--- config.mk ---
export PLATFORM = sky130hd
export DESIGN_NAME = debounce_sync
export DESIGN_NICKNAME = d
export VERILOG_FILES = /design/src/rtl/debounce_sync.sv
export SDC_FILE = /design/constraint.sdc
export NUM_CORES = 1
export LEC_CHECK = 0
export CORE_MARGIN = 3
export CORE_UTILIZATION = 50
export CTS_BUF_LIST = sky130_fd_sc_hd__clkbuf_4 sky130_fd_sc_hd__clkbuf_8
export DETAILED_ROUTE_END_ITERATION = 8
export MAX_ROUTING_LAYER = met4
export PLACE_DENSITY = 0.85
export SYNTH_ARGS = -nofsm -noshare
export SYNTH_HDL_FRONTEND = slang
export SYNTH_SLANG_ARGS = --single-unit
--- constraint.sdc ---
create_clock -name clk -period 3.8 [get_ports clk]
set_clock_uncertainty 0.2 [all_clocks]
set_input_delay 0.57 -clock clk [delete_from_list [all_inputs] [get_ports clk]]
set_output_delay 0.57 -clock clk [all_outputs]
set_load 0.05 [all_outputs]
--- src/rtl/debounce_sync.sv ---
// Input conditioner: 2-flop synchronizer followed by a stability-count debouncer.
// Also keeps a saturating count of aborted qualifications for debug.
module debounce_sync #(
  parameter int unsigned STABLE_CYCLES = 4,
  parameter logic        INIT_LEVEL    = 1'b0,
  parameter int unsigned GCNT_W        = 8
) (
  input  logic              clk,
  input  logic              rst,
  input  logic              data_in,
  input  logic              glitch_clr,
  output logic              data_out,
  output logic              busy,
  output logic [GCNT_W-1:0] glitch_cnt
);

  localparam int unsigned        CntW    = $clog2(STABLE_CYCLES);
  localparam logic [CntW-1:0]    CntOne  = CntW'(1);
  localparam logic [CntW-1:0]    CntLast = CntW'(STABLE_CYCLES - 1);
  localparam logic [GCNT_W-1:0]  GcntMax = '1;

  typedef enum logic [0:0] {StStable, StWait} state_e;

  state_e              state_q, state_d;
  logic                sync1_q, sync2_q;
  logic                out_q, out_d;
  logic                busy_q, busy_d;
  logic [CntW-1:0]     cnt_q, cnt_d;
  logic [GCNT_W-1:0]   gcnt_q, gcnt_d;
  logic                bounce;

  always_ff @(posedge clk) begin
    if (rst) begin
      sync1_q <= INIT_LEVEL;
      sync2_q <= INIT_LEVEL;
      out_q   <= INIT_LEVEL;
      state_q <= StStable;
      cnt_q   <= '0;
      busy_q  <= 1'b0;
      gcnt_q  <= '0;
    end else begin
      sync1_q <= data_in;
      sync2_q <= sync1_q;
      out_q   <= out_d;
      state_q <= state_d;
      cnt_q   <= cnt_d;
      busy_q  <= busy_d;
      gcnt_q  <= gcnt_d;
    end
  end

  always_comb begin
    state_d = state_q;
    cnt_d   = cnt_q;
    out_d   = out_q;
    busy_d  = busy_q;
    bounce  = 1'b0;
    unique case (state_q)
      StStable: begin
        if (sync2_q != out_q) begin
          state_d = StWait;
          cnt_d   = CntOne;
          busy_d  = 1'b1;
        end
      end
      StWait: begin
        // A sample agreeing with the output aborts the candidate, even on the final count.
        if (sync2_q == out_q) begin
          state_d = StStable;
          cnt_d   = '0;
          busy_d  = 1'b0;
          bounce  = 1'b1;
        end else if (cnt_q == CntLast) begin
          out_d   = ~out_q;
          state_d = StStable;
          cnt_d   = '0;
          busy_d  = 1'b0;
        end else begin
          cnt_d = cnt_q + CntOne;
        end
      end
      default: begin
        state_d = StStable;
        cnt_d   = '0;
        busy_d  = 1'b0;
      end
    endcase
  end

  always_comb begin
    gcnt_d = gcnt_q;
    if (glitch_clr) begin
      gcnt_d = '0;
    end else if (bounce && (gcnt_q != GcntMax)) begin
      gcnt_d = gcnt_q + GCNT_W'(1);
    end
  end

  assign data_out   = out_q;
  assign busy       = busy_q;
  assign glitch_cnt = gcnt_q;

endmodule
**After elaboration in Yosys (flattened, before gate mapping)**

Index checks and enable logic that the tools add are counted.

- Add/sub/neg operators: 2
- Equality and inequality tests: 6
- Muxes and demuxes: 14
- Bitwise gates (word level): 3
- Reduce and logical (&&, ||, !) cells: 4

Operator list:

| cell | count |
|---|---|
| 8-bit by 1-bit adder with 8-bit output, second input constant | 1 |
| 1-bit two-way mux | 8 |
| 8-bit != test, second input constant | 1 |
| 2-bit two-way mux | 3 |
| 1-bit case mux with 2 select lines | 2 |
| 2-bit case mux with 2 select lines | 1 |
| 3-bit by 1-bit != test with 1-bit output, second input constant | 1 |
| 1-bit NOT | 3 |
| 3-bit AND reduction | 1 |
| 2-bit by 1-bit adder with 2-bit output, second input constant | 1 |
| 2-bit == test, second input constant | 1 |
| 2-bit != test, second input constant | 1 |
| 2-bit AND reduction | 1 |
| 2-bit OR reduction | 1 |
| 1-bit == test | 1 |
| 1-bit logical AND | 1 |
| 1-bit != test | 1 |

- Flip-flop bits (word level): 15
- Input port bits: 4
- Output and inout port bits: 10

**Depth between registers and ports, before layout**

- Depth in word-level cells: 4
- Depth in mapped cells: 5

**Least setup slack after synthesis**

Ideal clock, no wire load.

- Path kind: register to register
- Start: register gcnt_q[0], in the netlist glitch_cnt[0]
- End: register gcnt_q[0], in the netlist glitch_cnt[0]
- Setup time: 0.120 ns
- Arrival time: 1.578 ns
- Data required time: 3.480 ns
- Slack: 1.902 ns
- Cell stages (with the launch flop): 6
- Period minus slack after synthesis: 1.898 ns
- Cells stage by stage: dfxtp_1 -> ha_1 -> nand4_1 -> o211ai_1 -> xor2_1 -> nor2_1

- Word-level cells in the longest chain between the ends: 2
- Elaborated cells between the ends (all ways): 3
- Classes of those cells: 1 x add/sub; 1 x eq/ne; 1 x reduce/logical

RTL lines:

| item | line | text |
|---|---|---|
| start: declaration | 29 | `logic [GCNT_W-1:0] gcnt_q, gcnt_d;` |
| start signal: assignment | 48 | `gcnt_q <= gcnt_d;` |
| branches (longest 2 deep; another with 8-bit by 1-bit adder with 8-bit output) | n/a |  |

Parallel ways; which one is timed is not known.
A chain may end at the register's enable or synchronous reset.

**Worst setup path after layout**

- Start: register gcnt_q[3], in the netlist glitch_cnt[3]
- End: output glitch_cnt[3]

RTL lines:

| item | line | text |
|---|---|---|
| end: declaration | 14 | `output logic [GCNT_W-1:0] glitch_cnt` |

No word-level cell between the ends.

==> summary by stage <==
Cells and area
The post-route non-filler standard cell count is 107. The library cells used most frequently in the layout, excluding fill and tap cells, are sky130_fd_sc_hd__dfxtp_1, sky130_fd_sc_hd__clkdlybuf4s50_1, sky130_fd_sc_hd__nor2_1. Leaving out fill and tap cells, the most frequent cell in the layout is sky130_fd_sc_hd__dfxtp_1. In the final layout, the share of cells above drive strength 1 is 6.45%.

The number of antenna diodes in the final layout is 0. For this run, the post-layout net count is 100. The synthesis-to-layout area growth is 22.9%.

Clock tree
The number of gates given a new drive strength after cts is 0. In this run the deepest clock path goes through 2 buffers. The clock-pin slew on the worst setup and hold paths is 0.09 ns. The count of H-tree levels built during CTS is 1. The cell chosen for the clock root is sky130_fd_sc_hd__clkbuf_4.

For this design, the sink count on the clock tree is 15. The CTS buffer count is 3. The number of hold buffers added after CTS was 0. The number of setup buffers added after CTS is 0.

The CTS tree is done. The clock reaches the later pin of the worst-skew pair after 0.28 ns.

Timing
Setup repair after global routing left no endpoint under its margin. Setup violations remaining at the end of the flow were counted as 0. The clock period minus worst slack is 2.35 ns. The final number of hold-violating endpoints is 0. The actual slew at the worst max-slew pin is 0.513 ns. The remaining max-slew budget at the tightest pin is 65.7%. The max-slew violation count is 0. Hold timing on the final database bottoms out at a slack of 0.299 ns.

In the final timing run, aggregate negative setup slack is 0 ns. The worst path meets setup with 1.45 ns of slack. For this run, the top clock speed supported by timing is 425 MHz. After layout, the worst path uses 61.9% of the clock period.

Power and ir drop
Combinational logic burns 6.1% of the power. The switching share of power is 24.0%. The total leakage power is 0.000297 uW. Sequential cells account for 60.0% of the total power. For this design the ratio of total power to cell area is 322 mW/mm2. The maximum VDD drop is 221 uV. The part of the power in the clock network is 33.9%. The internal power is 206 uW. Summed over all nets, the switching power comes to 64.9 uW.

Worst setup path
Traced cell by cell, the critical path runs through clkdlybuf4s50_1. The data required time at the worst endpoint is 3.03 ns. The depth of the worst register-to-register path is 4. Among cell families on the critical path, the largest total delay comes from buffers and inverters. The worst setup path is captured at a primary output. The number of buffers and inverters on the critical path is 1. In this design, the stage delay of the slowest critical-path cell is 0.85 ns. The worst setup path is launched from a flop. The data arrival time of the worst path is 1.58 ns.

The largest fanout of any net on the critical path is 7. The path length in cells of the critical path is 1. The category of the critical setup timing path is reg2out.

For this design, the slowest cell found on the critical path is sky130_fd_sc_hd__clkdlybuf4s50_1.

GRT
The global-route congestion overflow total is 0. The met1 track utilization from global routing is 22.2%. Entering global routing, the biggest net connects 13 pins. The met2 track utilization from global routing is 27.2%. The met3 global-route usage is 6.36%. The global-route wire length before repair is 2430 um. After global routing, the most crowded layer is met2. The number of antenna violations at the first check in global routing came to 0. For this run, the total global-route usage over all layers was measured as 18.1%. The via count of the first global-routing pass is 555.

Yosys
The dominant combinational cell family by area after synthesis is simple AND/OR/NAND/NOR gates. The portion of synthesized area spent on multiplexers is 2.93%. The library cell occupying the most area in the post-synthesis netlist is sky130_fd_sc_hd__dfxtp_1. The synthesized netlist devotes 15.2% of its cell area to compound gates. The post-synth design cell area is 683 um2. Summing the sequential cell areas from Yosys gives 44.0% of the chip area. Of the total synthesized cell area, the portion taken by AND, OR, NAND and NOR gates is 26.0%. The synthesized netlist devotes 3.66% of its cell area to adder and majority cells.

The synthesized design devotes to its leading area cell type 44.0% of total area. The gate count after technology mapping is 79. Sorting the synthesized cells by area gives the leading types as sky130_fd_sc_hd__dfxtp_1, sky130_fd_sc_hd__nor2_1, sky130_fd_sc_hd__nand2_1, sky130_fd_sc_hd__ha_1, sky130_fd_sc_hd__o21a_1. The number of different library cells used by synthesis comes to 29. Yosys printed 0 warnings. The xor and xnor fraction of the mapped netlist area is 4.95%. The per-instance average area after synthesis is 8.65 um2. The number of nets in the synthesized netlist is 85. Counting flops and latches in the post-synthesis netlist gives 15.

Drt
The number of vias in the routed layout is 641. The detailed router finished its first iteration with 24 violations. The total wirelength of the detailed-routed design is 1480 um. The detail-routed via count per cell is 5.99. The number of DRC violations after detailed routing is 0. The first-pass detailed-route iteration total is 4.

Dividing the detail-routed wire length by the instance count gives 13.9 um. The number of antenna-violating nets in the routed design is 0.

Floorplan
The I/O pin count is 14. Row generation in the floorplan step produced 12 rows. The die outline area is 0.00185 mm2. The die boundary height is 43.0 um. The initial utilization of the core area, before any placement, comes to 57.6%. In this run the horizontal extent of the chip is 43.0 um. The floorplan step defined a core boundary enclosing 0.00119 mm2.

Outcome
The flow ran to the end, and the final reports show no timing, DRC or antenna violations.

Place
Detailed placement ended at an HPWL of 1070 um. The post-place setup slack is 1.45 ns. Routability-driven placement finished with a final weighted congestion of 0.890.

The number of input and output port buffers inserted is 13. The number of placed instances, taps included, is 103.

Worst hold path
In this run the worst hold path is classified as reg2reg. The cell depth of the worst hold path is 1.

Run
The max-cap violation count is 0.
through the flow:
step / instance area (um2) / utilization, % / total power (uW)
after global placement: 812 / 68.5 / 182
after CTS: 840 / 70.8 / 272
after detailed placement: 812 / 68.5 / 182
after global routing: 840 / 70.8 / 283
final: 840 / 70.8 / 271
after floorplan: 683 / - / 177
power groups by stage:
| stage | logic, uW | registers (uW) | clock network [uW] |
|---|---|---|---|
| 6_report | 16.6 | 162 | 91.7 |
| 4_1_cts | 16.7 | 162 | 93.4 |
| 5_1_grt | 17.8 | 163 | 102 |
| 3_5_place_dp | 16.5 | 166 | 0 |
| 2_1_floorplan | 9.53 | 167 | 0 |
| 3_3_place_gp | 16.1 | 166 | 0 |
cells by family (layout without fill, tap and decap cells):
| kind of cell | after synthesis | count (layout) |
|---|---|---|
| AND/OR/NAND/NOR | 37 | 37 |
| AO/OA/AOI/OAI | 16 | 16 |
| flip-flops | 15 | 15 |
| buffers and inverters | 4 | 18 |
| XOR/XNOR | 3 | 3 |
| adder cells (fa/ha/maj) | 2 | 2 |
| multiplexers | 2 | 2 |
flip-flops by register name (all words and copies together) (netlist names):
register	count
cnt_q	2
sync1_q	1
busy	1
state_q	1
sync2_q	1
data_out	1
glitch_cnt	8
Yosys cell counts (all sizes together):
cell,instances
xor2,2
or4,1
nor3,1
xnor2,1
o211ai,2
o21a,3
nand4,3
and2,1
o21ai,4
nor2,11
nor4,1
a21oi,4
buf,1
mux2i,2
or2,1
a311oi,1
nand3,4
nand2b,1
inv,1
nand2,9
and3,1
clkbuf,2
nand3b,1
ha,2
dfxtp,15
nor2b,2
a31oi,2
worst paths after layout:
| path | from | slack (ns) | to |
|---|---|---|---|
| hold reg to reg | sync1_q | 0.30 | sync2_q |
| setup / recovery | glitch_cnt[3] | 1.45 | glitch_cnt[3] |
| hold / removal | sync1_q | 0.30 | sync2_q |
| setup reg to reg | data_out | 2.05 | glitch_cnt[4] |
cell type report:
type,instances,area [um2]
tap,14,17.5
clock buffer,3,22.5
multi-input combinational,60,360
inverter,1,3.75
clock inverter,1,5.00
sequential,15,300
timing repair buffer,13,130
fill,103,347
per-layer routing:
layer	share of wire (%)	up-vias
met3	8.1	4
li1	-	309
met4	1.0	0
met2	47	34
met5	0	-
met1	44	294
No activity file was read; power rests on OpenSTA's default activity.
